**src/rtl/fifo_sync_flags.sv**
```systemverilog
// Single-clock FIFO with occupancy count, almost-full/empty thresholds, sticky errors and flush.
// Define FIFO_FWFT_EN for first-word fall-through reads; otherwise reads have 1-cycle latency.
module fifo_sync_flags #(
    parameter int unsigned SIZE_DATA    = 8,
    parameter int unsigned SIZE_DEPTH   = 16,
    parameter int unsigned AFULL_LEVEL  = 12,
    parameter int unsigned AEMPTY_LEVEL = 4
) (
    input  logic                          i_clk,
    input  logic                          i_rst,
    input  logic                          i_flush,
    input  logic                          i_clr_err,
    input  logic                          i_wr_en,
    input  logic [SIZE_DATA-1:0]          i_data,
    input  logic                          i_rd_en,
    output logic [SIZE_DATA-1:0]          o_data,
    output logic                          o_valid,
    output logic                          o_fifo_full,
    output logic                          o_fifo_empty,
    output logic                          o_almost_full,
    output logic                          o_almost_empty,
    output logic [$clog2(SIZE_DEPTH):0]   o_count,
    output logic                          o_err_overflow,
    output logic                          o_err_underflow
);

    localparam int unsigned SIZE_ADDR = $clog2(SIZE_DEPTH);
    localparam logic [SIZE_ADDR:0] AFULL_CNT  = (SIZE_ADDR + 1)'(AFULL_LEVEL);
    localparam logic [SIZE_ADDR:0] AEMPTY_CNT = (SIZE_ADDR + 1)'(AEMPTY_LEVEL);

    logic [SIZE_DATA-1:0] mem [SIZE_DEPTH];
    logic [SIZE_ADDR:0]   wr_ptr;
    logic [SIZE_ADDR:0]   rd_ptr;
    logic [SIZE_ADDR:0]   count;
    logic                 full;
    logic                 empty;
    logic                 wr_accept;
    logic                 rd_accept;
    logic                 ovf_set;
    logic                 unf_set;

    // Extra MSB on each pointer distinguishes full from empty when the low bits match.
    always_comb begin
        empty     = (wr_ptr == rd_ptr);
        full      = (wr_ptr[SIZE_ADDR-1:0] == rd_ptr[SIZE_ADDR-1:0]) &&
                    (wr_ptr[SIZE_ADDR] != rd_ptr[SIZE_ADDR]);
        count     = wr_ptr - rd_ptr;
        wr_accept = i_wr_en & ~full & ~i_flush;
        rd_accept = i_rd_en & ~empty & ~i_flush;
        ovf_set   = i_wr_en & full & ~i_flush;
        unf_set   = i_rd_en & empty & ~i_flush;
    end

    assign o_fifo_full    = full;
    assign o_fifo_empty   = empty;
    assign o_count        = count;
    assign o_almost_full  = (count >= AFULL_CNT);
    assign o_almost_empty = (count <= AEMPTY_CNT);

    always_ff @(posedge i_clk or posedge i_rst) begin
        if (i_rst) begin
            wr_ptr <= '0;
            rd_ptr <= '0;
        end else if (i_flush) begin
            wr_ptr <= '0;
            rd_ptr <= '0;
        end else begin
            if (wr_accept) wr_ptr <= wr_ptr + 1'b1;
            if (rd_accept) rd_ptr <= rd_ptr + 1'b1;
        end
    end

    always_ff @(posedge i_clk) begin
        if (wr_accept) mem[wr_ptr[SIZE_ADDR-1:0]] <= i_data;
    end

    // A new error event in the same cycle as a clear keeps the flag set.
    always_ff @(posedge i_clk or posedge i_rst) begin
        if (i_rst) begin
            o_err_overflow  <= 1'b0;
            o_err_underflow <= 1'b0;
        end else begin
            if (ovf_set)        o_err_overflow <= 1'b1;
            else if (i_clr_err) o_err_overflow <= 1'b0;
            if (unf_set)        o_err_underflow <= 1'b1;
            else if (i_clr_err) o_err_underflow <= 1'b0;
        end
    end

`ifdef FIFO_FWFT_EN
    assign o_data  = mem[rd_ptr[SIZE_ADDR-1:0]];
    assign o_valid = ~empty;
`else
    always_ff @(posedge i_clk or posedge i_rst) begin
        if (i_rst) begin
            o_data  <= '0;
            o_valid <= 1'b0;
        end else begin
            o_valid <= rd_accept;
            if (rd_accept) o_data <= mem[rd_ptr[SIZE_ADDR-1:0]];
        end
    end
`endif

endmodule

```
**config.mk**
```make
export PLATFORM = sky130hd
export DESIGN_NAME = fifo_sync_flags
export DESIGN_NICKNAME = d
export VERILOG_FILES = /design/src/rtl/fifo_sync_flags.sv
export SDC_FILE = /design/constraint.sdc
export NUM_CORES = 1
export LEC_CHECK = 0
export BUFFER_PORTS_ARGS = -buffer_cell sky130_fd_sc_hd__buf_2
export CORE_ASPECT_RATIO = 1.1
export CORE_MARGIN = 4
export CORE_UTILIZATION = 60
export CTS_CLUSTER_DIAMETER = 40
export DETAILED_ROUTE_END_ITERATION = 8
export GPL_TIMING_DRIVEN = 0
export PLACE_DENSITY = 0.89
export SLEW_MARGIN = 25
export SYNTH_ARGS = -nofsm -noshare
export SYNTH_HDL_FRONTEND = slang
export SYNTH_SLANG_ARGS = --single-unit
```
**constraint.sdc**
```tcl
create_clock -name i_clk -period 6.8 [get_ports i_clk]
set_clock_uncertainty 0.1 [all_clocks]
set_input_delay 2.04 -clock i_clk [delete_from_list [all_inputs] [get_ports i_clk]]
set_output_delay 2.04 -clock i_clk [all_outputs]
set_load 0.02 [all_outputs]
```
==> impl_results.md <==
- Yosys reg bits: 149
- Total power: 2290 uW
- CP max FO: 10
- Final Net Count: 446
- CTS root buf: clkbuf_8
- Asr flop ratio synth: 14.09%
- HPWL after detailed placement: 8.135 mm
- Initial Util: 61.87%
- Startpoint Class: register
- Full die area: 11930 um2
- CP max stage cell: dfrtp_1
- Avg Cell Area, Syn: 16.62 um2
- EDFF count, synth: 128
- Final cell count without fillers: 553
- Clk sink count: 149
- Post-CTS Setup Inserts: 0
- FP Rows: 38
- Top FF cell, synth: edfxtp_1
- DP Area: 6484 um2
- Largest net degree at the start of global routing: 22
- Worst hold margin: 0.4298 ns
- Synth unique cells: 41
- Final Max Slew Viols: 0
- Vias: 3596
- WS Path Type: register to output pin
- CP Capture Type: output pin
- Total Routing Usage GR: 23.50%
- Core Area: 9937 um2
- RSZ-0062 raised after global routing: no
- Post-route setup TNS: 0 ns
- Highest clock rate: 185.8 MHz
- TritonRoute pass-1 iters: 5
- First-pass GRT wire length: 20.31 mm
- Rel. slew slack: 40.53%
- Layout cells sized above 1: 23.56%
- Most frequent CP cell: buf_4
- Die Ht: 114.2 um
- Clock-pin slew on the worst setup and hold paths: 0.06 ns
- Num CTS Buffers: 17
- Vias in the first global route: 3583
- Initial antenna violation count: 0
- Syn Inst Count: 370
- Netlist Area Pre-Place: 6148 um2
- Post-CTS Hold Buffers: 0
- Largest stage delay on the critical path: 0.43 ns
- Hold Path Class: register to register
- Status: completed
- H-Tree Depth: 4
- Total grt overflow: 0
- Longest Clk Path Bufs: 2
- Pwr Density: 324.6 nW/um2
- Arrival time at the worst endpoint: 3.24 ns
- ANT cells: 0
- Crit-path cells: buf_4 -> buf_4 -> buf_4 -> inv_1 -> ha_1 -> nor2b_1 -> o21ai_0 -> nor3b_1 -> o221a_2 -> buf_2
- Clock Latency Late Sink: 0.53 ns
- Period Utilization, post-route: 79.14%
- Final min period: 5.381 ns
- Post-route ant nets: 0
- Mapped Nets: 394
- Post-route cell area: 7056 um2
- IO Pins: 34
- Final hold violations: 0
- CTS resizes: 0
- Fill count: 565
- Final routed DRC violation total: 0
- VDD IR max: 0.1945 mV
- CTS tree: built
- Routed wire length: 13.15 mm
- Critical path required time: 4.66 ns
- Chip width: 104.5 um
- PortBufs: 33
- Final Setup Violations: 0
- Vias per std cell: 6.503
- Yosys Warn Count: 0
- RD Place Congestion: 0.8445
- Post-synthesis sequential area ratio: 71.06%
- Max-cap viol count: 0
- LEAKAGE: 0.002421 uW
- Placed Cells: 523
- Synthesis-to-layout area growth: 14.75%
- Iter 0 DRT Violations: 472
- Wirelength per Cell: 23.78 um
- Worst-margin pin slew: 0.8888 ns
==> critical path: cells and delay by family (launching register included) <==
| family | cells | cell delay, ns |
|---|---|---|
| AO/OA/AOI/OAI | 2 | 0.46 |
| flip-flops | 1 | 0.43 |
| buffers and inverters | 5 | 0.97 |
| AND/OR/NAND/NOR | 2 | 0.52 |
| adder cells (fa/ha/maj) | 1 | 0.32 |
==> cells by family after synthesis <==
| family | count (synthesis) | share of synthesized area, % |
|---|---|---|
| AND/OR/NAND/NOR | 70 | 5.393 |
| multiplexers | 50 | 11.40 |
| AO/OA/AOI/OAI | 54 | 5.780 |
| flip-flops | 149 | 71.06 |
| XOR/XNOR | 8 | 1.262 |
| buffers and inverters | 29 | 2.951 |
| adder cells (fa/ha/maj) | 10 | 2.157 |
==> synthesized netlist by cell type, drive strengths merged, types with 2 or more instances <==
library cell	n	area share, %
nand3	2	0.16
nand3b	2	0.24
and3	2	0.22
o22ai	16	1.6
xnor2	3	0.43
dfrtp	21	8.5
o211ai	3	0.37
o32ai	3	0.43
or3	3	0.31
o21ai	8	0.71
nand2b	4	0.41
a22oi	8	0.98
buf	13	1.6
nor2b	3	0.31
edfxtp	128	63
clkbuf	3	0.51
nor2	40	2.4
ha	9	1.8
mux4	16	5.9
a31oi	8	0.81
nand2	6	0.37
inv	13	0.79
a21oi	6	0.55
nor3	4	0.33
mux2i	34	5.5
xor2	5	0.83
==> routing by layer <==
metal	wire length, um	track usage [%]	up-vias
met5	0	0	-
met4	418	11.52	0
met3	1243	7.445	48
met2	6375	37.34	222
met1	5113	29.63	1783
li1	-	-	1543
==> cell type report <==
class	count	area [um2]	share of cell area, %
plain buffers	16	132.6	1.880
clock buffers	18	417.9	5.923
clock inverters	12	153.9	2.181
inverters	13	48.80	0.6916
multi-input cells	192	1618	22.93
flip-flops and latches	149	4369	61.93
well taps	120	150.1	2.128
repair buffers	33	165.2	2.341
==> through the flow <==
stage	setup WS, ns	utilization, %
6_report	1.419	71.00
5_1_grt	1.198	71.00
4_1_cts	1.455	71.00
3_5_place_dp	2.058	65.25
3_3_place_gp	2.139	65.05
2_1_floorplan	2.313	-
==> flip-flops by register name, summed over array words and instances, names as in the netlist <==
register and count:
mem 128, o_data 8, o_err_overflow 1, o_err_underflow 1
o_valid 1, rd_ptr 5, wr_ptr 5
==> layout by cell type, fill, tap and decap left out, drive strengths merged <==
| cell | n |
|---|---|
| nor3 | 4 |
| inv | 16 |
| o22ai | 16 |
| ha | 9 |
| clkinvlp | 2 |
| edfxtp | 128 |
| o21ai | 8 |
| nor2b | 3 |
| clkbuf | 21 |
| a21boi | 1 |
| xor2 | 5 |
| or3b | 1 |
| nand2b | 4 |
| nor3b | 1 |
| xnor2 | 3 |
| mux2i | 34 |
| mux4 | 16 |
| o221a | 1 |
| nand2 | 6 |
| nor2 | 40 |
| fa | 1 |
| or3 | 3 |
| bufinv | 3 |
| nand3b | 2 |
| dfrtp | 21 |
| and3 | 2 |
| o211ai | 3 |
| and4 | 1 |
| a31oi | 8 |
| o32ai | 3 |
| a21oi | 6 |
| nand4 | 1 |
| clkinv | 4 |
| buf | 46 |
| nand3 | 2 |
| a22oi | 8 |
==> final timing paths <==
path	to	startpoint	cells past startpoint	slack, ns
worst max-delay path	o_almost_empty	rd_ptr[1]	10	1.42
worst min-delay path	o_err_underflow	o_err_underflow	2	0.43
worst max register to register	mem[4][6]	rd_ptr[1]	9	3.23
worst min register to register	o_err_underflow	o_err_underflow	2	0.43
max in group asynchronous	wr_ptr[2]	i_rst	2	4.55
min in group asynchronous	o_data[0]	i_rst	2	1.55
==> where the power goes <==
group | internal (uW) | leakage [uW] | switching (uW) | total (uW)
logic | 123 | 0.000726 | 214 | 337
clock network | 556 | 0.000275 | 350 | 906
registers | 1030 | 0.00142 | 19.0 | 1050
Note: power is estimated with default switching activity, not from simulation.
